--- config.mk ---
export PLATFORM = sky130hd
export DESIGN_NAME = keypad_number_entry
export DESIGN_NICKNAME = d
export VERILOG_FILES = /design/src/rtl/keypad_number_entry.sv
export SDC_FILE = /design/constraint.sdc
export NUM_CORES = 1
export LEC_CHECK = 0
export ABC_CLOCK_PERIOD_IN_PS = 7100
export BUFFER_PORTS_ARGS = -buffer_cell sky130_fd_sc_hd__clkbuf_2
export CAP_MARGIN = 15
export CORE_MARGIN = 4
export CORE_UTILIZATION = 45
export DETAILED_ROUTE_END_ITERATION = 8
export SYNTH_ARGS = -nofsm -noshare
export SYNTH_HDL_FRONTEND = slang
export SYNTH_SLANG_ARGS = --single-unit
--- constraint.sdc ---
create_clock -name clk -period 7.1 [get_ports clk]
set_input_delay 1.42 -clock clk [delete_from_list [all_inputs] [get_ports clk]]
set_output_delay 1.42 -clock clk [all_outputs]
set_load 0.01 [all_outputs]
--- src/rtl/keypad_number_entry.sv ---
`default_nettype none
// ============================================================================
// Module   : keypad_number_entry
// Purpose  : Turns debounced keypad presses into a decimal operand. Entered
//            digits are kept as BCD for the display decoders; ENTER converts
//            them, most significant digit first, to a 20-bit binary operand.
// Ports    :
//   clk          in   system clock, rising edge
//   rst          in   synchronous active-high reset
//   key_press    in   raw asynchronous key-down level
//   key_code     in   raw key code (0-9 digit, 10 BKSP, 11 ENTER, 12 CLEAR)
//   digit_bcd    out  BCD digits, [3:0] least significant
//   digit_count  out  number of digits entered
//   busy         out  high while converting
//   value        out  binary operand from the last ENTER
//   value_valid  out  one-cycle pulse when value updates
//   entry_error  out  one-cycle pulse when a digit is rejected (entry full)
// Revision : 1.0 - initial release
// ============================================================================
module keypad_number_entry #(
  parameter int NUM_DIGITS      = 4,
  parameter int DEBOUNCE_CYCLES = 4
) (
  input  logic                    clk,
  input  logic                    rst,
  input  logic                    key_press,
  input  logic [3:0]              key_code,
  output logic [4*NUM_DIGITS-1:0] digit_bcd,
  output logic [2:0]              digit_count,
  output logic                    busy,
  output logic [19:0]             value,
  output logic                    value_valid,
  output logic                    entry_error
);

  // Debounce counter only needs to reach DEBOUNCE_CYCLES-1; the flip happens
  // on the cycle that would make it DEBOUNCE_CYCLES.
  localparam int CNT_W = (DEBOUNCE_CYCLES > 1) ? $clog2(DEBOUNCE_CYCLES) : 1;
  localparam logic [CNT_W-1:0] CNT_LAST  = CNT_W'(DEBOUNCE_CYCLES - 1);
  localparam logic [2:0]       MAX_COUNT = 3'(NUM_DIGITS);
  localparam logic [2:0]       TOP_IDX   = 3'(NUM_DIGITS - 1);

  localparam logic [3:0] KEY_BKSP  = 4'd10;
  localparam logic [3:0] KEY_ENTER = 4'd11;
  localparam logic [3:0] KEY_CLEAR = 4'd12;

  typedef enum logic [0:0] {
    ST_ENTRY   = 1'b0,
    ST_CONVERT = 1'b1
  } state_t;

  // --------------------------------------------------------------------------
  // Synchronizer and debouncer
  // --------------------------------------------------------------------------
  logic             press_s1, press_s2;
  logic [3:0]       code_s1, code_s2;
  logic             accepted;
  logic [CNT_W-1:0] db_cnt;
  logic             key_event;
  logic [3:0]       event_code;

  always_ff @(posedge clk) begin
    if (rst) begin
      press_s1   <= 1'b0;
      press_s2   <= 1'b0;
      code_s1    <= 4'd0;
      code_s2    <= 4'd0;
      accepted   <= 1'b0;
      db_cnt     <= '0;
      key_event  <= 1'b0;
      event_code <= 4'd0;
    end else begin
      press_s1  <= key_press;
      press_s2  <= press_s1;
      code_s1   <= key_code;
      code_s2   <= code_s1;
      key_event <= 1'b0;
      if (press_s2 != accepted) begin
        if (db_cnt == CNT_LAST) begin
          accepted <= press_s2;
          db_cnt   <= '0;
          // Only the press edge is an event; releases just re-arm.
          if (press_s2) begin
            key_event  <= 1'b1;
            event_code <= code_s2;
          end
        end else begin
          db_cnt <= db_cnt + 1'b1;
        end
      end else begin
        db_cnt <= '0;
      end
    end
  end

  // --------------------------------------------------------------------------
  // Entry / conversion FSM
  // --------------------------------------------------------------------------
  state_t                  state, state_n;
  logic [4*NUM_DIGITS-1:0] bcd, bcd_n;
  logic [2:0]              count, count_n;
  logic                    fresh, fresh_n;
  logic [19:0]             acc, acc_n;
  logic [2:0]              idx, idx_n;
  logic [19:0]             value_n;
  logic                    valid_n;
  logic                    error_n;
  logic [3:0]              cur_digit;
  logic [19:0]             mac;

  always_ff @(posedge clk) begin
    if (rst) begin
      state       <= ST_ENTRY;
      bcd         <= '0;
      count       <= 3'd0;
      fresh       <= 1'b0;
      acc         <= 20'd0;
      idx         <= 3'd0;
      value       <= 20'd0;
      value_valid <= 1'b0;
      entry_error <= 1'b0;
    end else begin
      state       <= state_n;
      bcd         <= bcd_n;
      count       <= count_n;
      fresh       <= fresh_n;
      acc         <= acc_n;
      idx         <= idx_n;
      value       <= value_n;
      value_valid <= valid_n;
      entry_error <= error_n;
    end
  end

  always_comb begin
    state_n   = state;
    bcd_n     = bcd;
    count_n   = count;
    fresh_n   = fresh;
    acc_n     = acc;
    idx_n     = idx;
    value_n   = value;
    valid_n   = 1'b0;
    error_n   = 1'b0;
    cur_digit = 4'd0;

    for (int i = 0; i < NUM_DIGITS; i++) begin
      if (idx == 3'(i)) cur_digit = bcd[4*i +: 4];
    end
    // acc*10 as (acc<<3)+(acc<<1), wrapping at 20 bits.
    mac = {acc[16:0], 3'b000} + {acc[18:0], 1'b0} + {16'd0, cur_digit};

    case (state)
      ST_ENTRY: begin
        if (key_event) begin
          case (event_code)
            KEY_BKSP: begin
              bcd_n   = bcd >> 4;
              count_n = (count != 3'd0) ? count - 3'd1 : 3'd0;
              fresh_n = 1'b0;
            end
            KEY_ENTER: begin
              state_n = ST_CONVERT;
              acc_n   = 20'd0;
              idx_n   = TOP_IDX;
            end
            KEY_CLEAR: begin
              bcd_n   = '0;
              count_n = 3'd0;
              fresh_n = 1'b0;
            end
            default: begin
              if (event_code < 4'd10) begin
                if (fresh) begin
                  // First digit after a conversion starts a new operand.
                  bcd_n       = '0;
                  bcd_n[3:0]  = event_code;
                  count_n     = 3'd1;
                  fresh_n     = 1'b0;
                end else if (count < MAX_COUNT) begin
                  for (int i = NUM_DIGITS - 1; i > 0; i--) begin
                    bcd_n[4*i +: 4] = bcd[4*(i-1) +: 4];
                  end
                  bcd_n[3:0] = event_code;
                  count_n    = count + 3'd1;
                end else begin
                  error_n = 1'b1;
                end
              end
            end
          endcase
        end
      end

      ST_CONVERT: begin
        // Key events arriving here are dropped on purpose.
        acc_n = mac;
        idx_n = idx - 3'd1;
        if (idx == 3'd0) begin
          idx_n   = 3'd0;
          value_n = mac;
          valid_n = 1'b1;
          fresh_n = 1'b1;
          state_n = ST_ENTRY;
        end
      end

      default: state_n = ST_ENTRY;
    endcase
  end

  assign digit_bcd   = bcd;
  assign digit_count = count;
  assign busy        = (state == ST_CONVERT);

endmodule
`default_nettype wire

==> results.json, run 1 <==
{
  "clockBufferDepth": 2,
  "r2r_start": "idx[0]",
  "drc": 0,
  "avgSynthCellArea_um2": 8.84,
  "synth.distinct_cells": 64,
  "intPower_mw": 0.609,
  "cts_tree": "yes",
  "io_pins": 49,
  "max_freq_mhz": 272,
  "p_sw_mw": 0.211,
  "seqPwrFrac_pct": 57.1,
  "synth_top_family_by_area": "compound AO/OA/AOI/OAI gates",
  "postSynthCellCount": 502,
  "wl_per_cell_um": 15.4,
  "ant_nets": 0,
  "insertion_delay_ns": 0.36,
  "start_util_pct": 47.1,
  "synth-edff-count": 0,
  "ctsResizeCount": 0,
  "hold_class": "register to register",
  "setup_violations": 0,
  "synth_nets": 551,
  "powerDensity_mw_per_mm2": 167,
  "worst_slew_pin_slew_ns": 1.14,
  "clock-skew-final_ns": 0.0154,
  "ir_drop_uv": 80.1,
  "drtIter0Drc": 181,
  "swShare_pct": 25.7,
  "core_area_mm2": 0.00942,
  "critical_path_arrival_ns": 3.94,
  "first_pass_iters": 4,
  "die_h_um": 107,
  "gp_congestion": 0.866,
  "area_growth_pct": 10.7,
  "layout_common_cells": "83 x dfxtp_1, 54 x nand2_1, 48 x clkbuf_2, 42 x a21oi_1, 40 x ha_1",
  "synthMuxAreaShare_pct": 2.26,
  "h-tree-depth": 3,
  "grt_max_degree": 77,
  "synth_flop_cell": "dfxtp_1",
  "cap_violations": 0,
  "max_slew_margin_pct": 23.6,
  "r2r_end": "value[16]",
  "combPwrFrac_pct": 1.6,
  "drt-total-wl_um": 10200,
  "grt_usage_pct": 18.5,
  "rsz0062_at_grt": "no",
  "finalNetCount": 581,
  "fp.dieW_um": 107,
  "cts_num_sinks": 83,
  "tns_ns": 0,
  "synth-compound-area-share_pct": 22.0,
  "netlist_area_mm2": 0.00444,
  "crit_required_ns": 7.36,
  "numCtsBuffers": 9,
  "synth_adder_area_share_pct": 12.2,
  "slew_violations": 0,
  "holdPathStages": 1,
  "port_buffers": 48,
  "grt_pass1_wl_um": 17400,
  "cp-end-kind": "register",
  "min-delay-start": "db_cnt[0]",
  "outcome": "finished clean",
  "holdWs_ns": 0.441,
  "r2r_cells": 11,
  "drive_gt1_share_pct": 15.6,
  "overflow": 0,
  "yosysWarnings": 0,
  "synth-xor-area-share_pct": 2.96,
  "num_rows": 35,
  "seq_area_frac_synth_pct": 37.5,
  "synth_seq_cells": 83,
  "antenna_cells": 0,
  "post_cts.repair.setup_buffers": 0,
  "vias": 3699,
  "start_kind": "register",
  "hold_buffers": 0,
  "antenna_found_initial": 0,
  "finalCritPeriodShare_pct": 51.7,
  "cts.clk_slew.worst_paths_ns": 0.10,
  "min_period_ns": 3.67,
  "async_reset_ff_share_pct": 0,
  "critPathKind": "register to register",
  "post-dp-hpwl_um": 7230,
  "die_area_mm2": 0.0115,
  "hold_viol": 0,
  "grt_pass1_vias": 3517,
  "cp_max_fo": 10,
  "drt-vias-per-instance": 5.55,
  "synthSimpleGateAreaFrac_pct": 18.5,
  "power_frac_clock_pct": 41.3,
  "final_common_cell": "dfxtp_1",
  "min_to": "db_cnt[0]",
  "clockRootBuffer": "clkbuf_8",
  "fillers": 913,
  "p_leak_nw": 2.07,
  "rrSetupSlack_ns": 3.43
}
==> flip-flops by register name, indices dropped and copies added, names as in the netlist, 2 cells and up <==
signal / flops
digit_bcd: 16
db_cnt: 2
code_s2: 4
idx: 3
event_code: 4
value: 20
code_s1: 4
digit_count: 3
acc: 19
==> worst max path at each step <==
stage | startpoint | end | cells past startpoint
after floorplan | idx[0] | value[16] | 12
after global placement | idx[0] | value[16] | 11
after detailed placement | idx[0] | value[16] | 11
after CTS | idx[0] | value[16] | 11
after global routing | idx[0] | value[16] | 11
final | idx[0] | value[16] | 11
==> metal layers <==
| layer | global-route usage [%] | vias to the layer above | wire length [um] |
|---|---|---|---|
| met5 | 0 | - | 0 |
| met4 | 6.39 | 0 | 105 |
| met3 | 3.24 | 10 | 436 |
| met2 | 28.1 | 85 | 4510 |
| met1 | 26.4 | 1724 | 5170 |
| li1 | - | 1880 | - |
==> Yosys cell counts, drive strengths merged (2+ instances only) <==
cell | n | area (um^2)
mux4 | 4 | 90.1
nor3b | 3 | 22.5
a22o | 9 | 78.8
nand2b | 4 | 25.0
o21a | 2 | 15.0
nand3 | 14 | 70.1
fa | 2 | 40.0
a221oi | 10 | 93.8
buf | 15 | 83.8
nand2 | 54 | 203
or3 | 2 | 12.5
o21bai | 4 | 30.0
nand4 | 6 | 37.5
clkbuf | 18 | 67.6
inv | 15 | 56.3
a21o | 7 | 52.6
o211ai | 5 | 37.5
and2 | 3 | 18.8
a31oi | 7 | 43.8
o21ai | 21 | 105
a22oi | 7 | 52.6
nor4 | 5 | 37.5
nor2 | 34 | 128
nor3 | 18 | 95.1
a41oi | 2 | 17.5
xnor2 | 11 | 96.3
ha | 40 | 500
nor4b | 2 | 17.5
a21oi | 45 | 244
a211oi | 7 | 57.6
a211o | 2 | 26.3
xor2 | 4 | 35.0
nor2b | 19 | 119
dfxtp | 83 | 1660
==> final cells by class <==
type | instances | area [um^2] | area share [%]
inverters | 15 | 56.3 | 1.15
flip-flops and latches | 83 | 1660 | 33.8
clock buffers | 9 | 124 | 2.52
multi-input cells | 371 | 2570 | 52.2
repair buffers | 52 | 270 | 5.50
clock inverters | 7 | 72.6 | 1.48
well taps | 129 | 161 | 3.29
==> cell families (layout without fill, tap and decap cells) <==
family,count (synthesis),after routing
buf+inv,48,83
flops,83,83
xor+xnor,15,15
fa+ha+maj,42,42
simple gates,168,168
mux,5,5
compound gates,141,141
==> power by group through the flow <==
stage	Sequential (mW)	Combinational (mW)	Clock, mW
floorplan	0.479	0.00956	0
global placement	0.479	0.0133	0
detailed placement	0.479	0.0135	0
CTS	0.469	0.0136	0.349
global route	0.469	0.0147	0.368
finish	0.469	0.0132	0.338
==> metrics by stage <==
step | utilization, % | total power [mW] | worst slack [ns] | std cells | instance area [um^2]
after floorplan | - | 0.489 | 3.77 | 502 | 4440
final | 52.2 | 0.820 | 3.43 | 666 | 4910
after CTS | 52.1 | 0.831 | 3.43 | 665 | 4900
after global routing | 52.2 | 0.852 | 3.12 | 666 | 4910
after detailed placement | 50.0 | 0.493 | 3.45 | 649 | 4710
after global placement | 50.0 | 0.493 | 3.55 | 649 | 4710
==> worst max-delay path, cell delays in order, from the launching register on <==
cell and delay, ns:
dfxtp_1 0.60, mux4_2 0.55, nor2b_1 0.16, ha_1 0.28, ha_1 0.24, fa_1 0.43
a211oi_1 0.33, o21ba_2 0.22, nor4_2 0.05, o32a_1 0.35, xnor2_1 0.14, a211oi_1 0.22
(Power assumes the default switching activity.)
==> run 2: changes to the inputs <==
ABC_CLOCK_PERIOD_IN_PS = 3810   (was 7100)
clock period = 3.81 ns   (was 7.1 ns; I/O delays follow)
==> run 2 against run 1 <==
Via count hardly changed. Non-clock buffer count is 3 higher. Utilization is 0.24 points higher. Highest routed layer unchanged. Power is 86% higher. Clock skew hardly changed. Combinational power is 98% higher. Design area is 0.46% higher. First-iteration DRC count is 5.0% higher. Largest cell class unchanged. Count of clock-buffer cells in the layout stayed put. Largest power group unchanged.
==> results.json, run 2 (synthesized netlist as in run 1, its figures left out) <==
{
  "outcome": "finished clean",
  "first_pass_iters": 5,
  "cp_cell_sequence": "mux4_2 > nor2b_1 > ha_1 > ha_1 > fa_1 > a211oi_1 > o21ba_2 > nor4_2 > o32a_1 > xnor2_1 > a211oi_1",
  "antenna_found_initial": 0,
  "holdWs_ns": 0.444,
  "cts_num_sinks": 83,
  "rsz0062_at_grt": "no",
  "io_pins": 49,
  "fillers": 919,
  "cts.clk_slew.worst_paths_ns": 0.10,
  "cp-end-kind": "register",
  "die_h_um": 107,
  "p_leak_nw": 2.09,
  "seqCellArea_mm2": 0.00166,
  "critical_path_arrival_ns": 3.67,
  "clockRootBuffer": "clkbuf_8",
  "grt_pass1_wl_um": 17600,
  "cap_violations": 0,
  "start_kind": "register",
  "finalInstanceArea_mm2": 0.00493,
  "cts_tree": "yes",
  "max_stage_delay_ns": 0.51,
  "max_slew_margin_pct": 28.4,
  "largest_register_ffs": 20,
  "hold_viol": 0,
  "powerDensity_mw_per_mm2": 308,
  "setup_violations": 0,
  "critPathKind": "register to register",
  "numCtsBuffers": 9,
  "layout_common_cells": "82 x dfxtp_1, 54 x nand2_1, 48 x clkbuf_2, 42 x a21oi_1, 40 x ha_1",
  "port_buffers": 48,
  "drt-vias-per-instance": 5.53,
  "ant_nets": 0,
  "critPathSlowestCell": "mux4_2",
  "slew_violations": 0,
  "clock-skew-final_ns": 0.0151,
  "ir_drop_uv": 162,
  "gp_congestion": 0.855,
  "area_growth_pct": 11.3,
  "worst_slew_pin_slew_ns": 1.07,
  "final_util_pct": 52.4,
  "min_period_ns": 3.40,
  "hold_buffers": 0,
  "overflow": 0,
  "hold_class": "register to register",
  "critical-path-top-delay-family": "compound AO/OA/AOI/OAI gates",
  "finalNetCount": 584,
  "fp.dieW_um": 107,
  "clockBufferDepth": 2,
  "dp.cells": 653,
  "grt_pass1_vias": 3555,
  "wl_per_cell_um": 15.3,
  "core_area_mm2": 0.00942,
  "crit_buf_inv": 0,
  "final_common_cell": "dfxtp_1",
  "post-dp-hpwl_um": 7430,
  "multi_input_area_mm2": 0.00257,
  "grt_max_degree": 35,
  "cp_max_fo": 5,
  "grt_usage_pct": 18.7,
  "tns_ns": 0,
  "finalCritPeriodShare_pct": 89.2,
  "start_util_pct": 47.1,
  "insertion_delay_ns": 0.36,
  "die_area_mm2": 0.0115,
  "drtIter0Drc": 190,
  "crit_required_ns": 4.08,
  "num_rows": 35,
  "drt-total-wl_um": 10200,
  "stdcell_count": 669,
  "h-tree-depth": 3,
  "vias": 3701,
  "antenna_cells": 0,
  "placed_area_mm2": 0.00474,
  "drive_gt1_share_pct": 16.3,
  "regMostFlops": "value",
  "max_freq_mhz": 294,
  "drc": 0
}
==> run 2: changes by cell type in the layout (fill, tap and decap cells not counted), sizes merged <==
| cell | delta |
|---|---|
| buf | +3 |
| clkinvlp | -1 |
| clkinv | +1 |
==> run 2: layout make-up <==
cell class                 count  share of cell area, %
sequential                    83                   33.7
clock inverter                 7                   1.45
tap                          129                   3.27
multi-input combinational    371                   52.0
clock buffer                   9                   2.51
inverter                      15                   1.14
timing repair buffer          55                   5.93
==> run 2: repair_timing <==
action	4_1_cts	5_1_grt
buffers inserted	0	0
endpoints found under the setup margin	0	1
gates resized for setup	0	1
==> run 2: path summary, 6_finish.rpt <==
| check | start | to | slack (ns) | cells past startpoint |
|---|---|---|---|---|
| min | code_s1[0] | code_s2[0] | 0.44 | 1 |
| min reg2reg | code_s1[0] | code_s2[0] | 0.44 | 1 |
| max reg2reg | idx[0] | value[16] | 0.41 | 11 |
| max | idx[0] | value[16] | 0.41 | 11 |
==> run 2: report_power, final <==
| group | switching (mW) | internal (mW) | leakage (nW) | total, mW |
|---|---|---|---|---|
| logic | 0.0185 | 0.00769 | 1.32 | 0.0262 |
| registers | 0.00129 | 0.872 | 0.671 | 0.873 |
| clock network | 0.368 | 0.255 | 0.0926 | 0.622 |
==> run 2: through the flow <==
step	setup WS (ns)	power, mW
after floorplan	0.476	0.911
after global routing	0.119	1.58
after global placement	0.397	0.919
after CTS	0.284	1.54
final	0.413	1.52
after detailed placement	0.330	0.920
==> run 2: metal layers <==
| layer | track usage [%] | share of wire (%) |
|---|---|---|
| met1 | 27.2 | 49 |
| met2 | 27.6 | 44 |
| met4 | 5.94 | 1.1 |
| met5 | 0 | 0 |
| met3 | 3.78 | 5.8 |
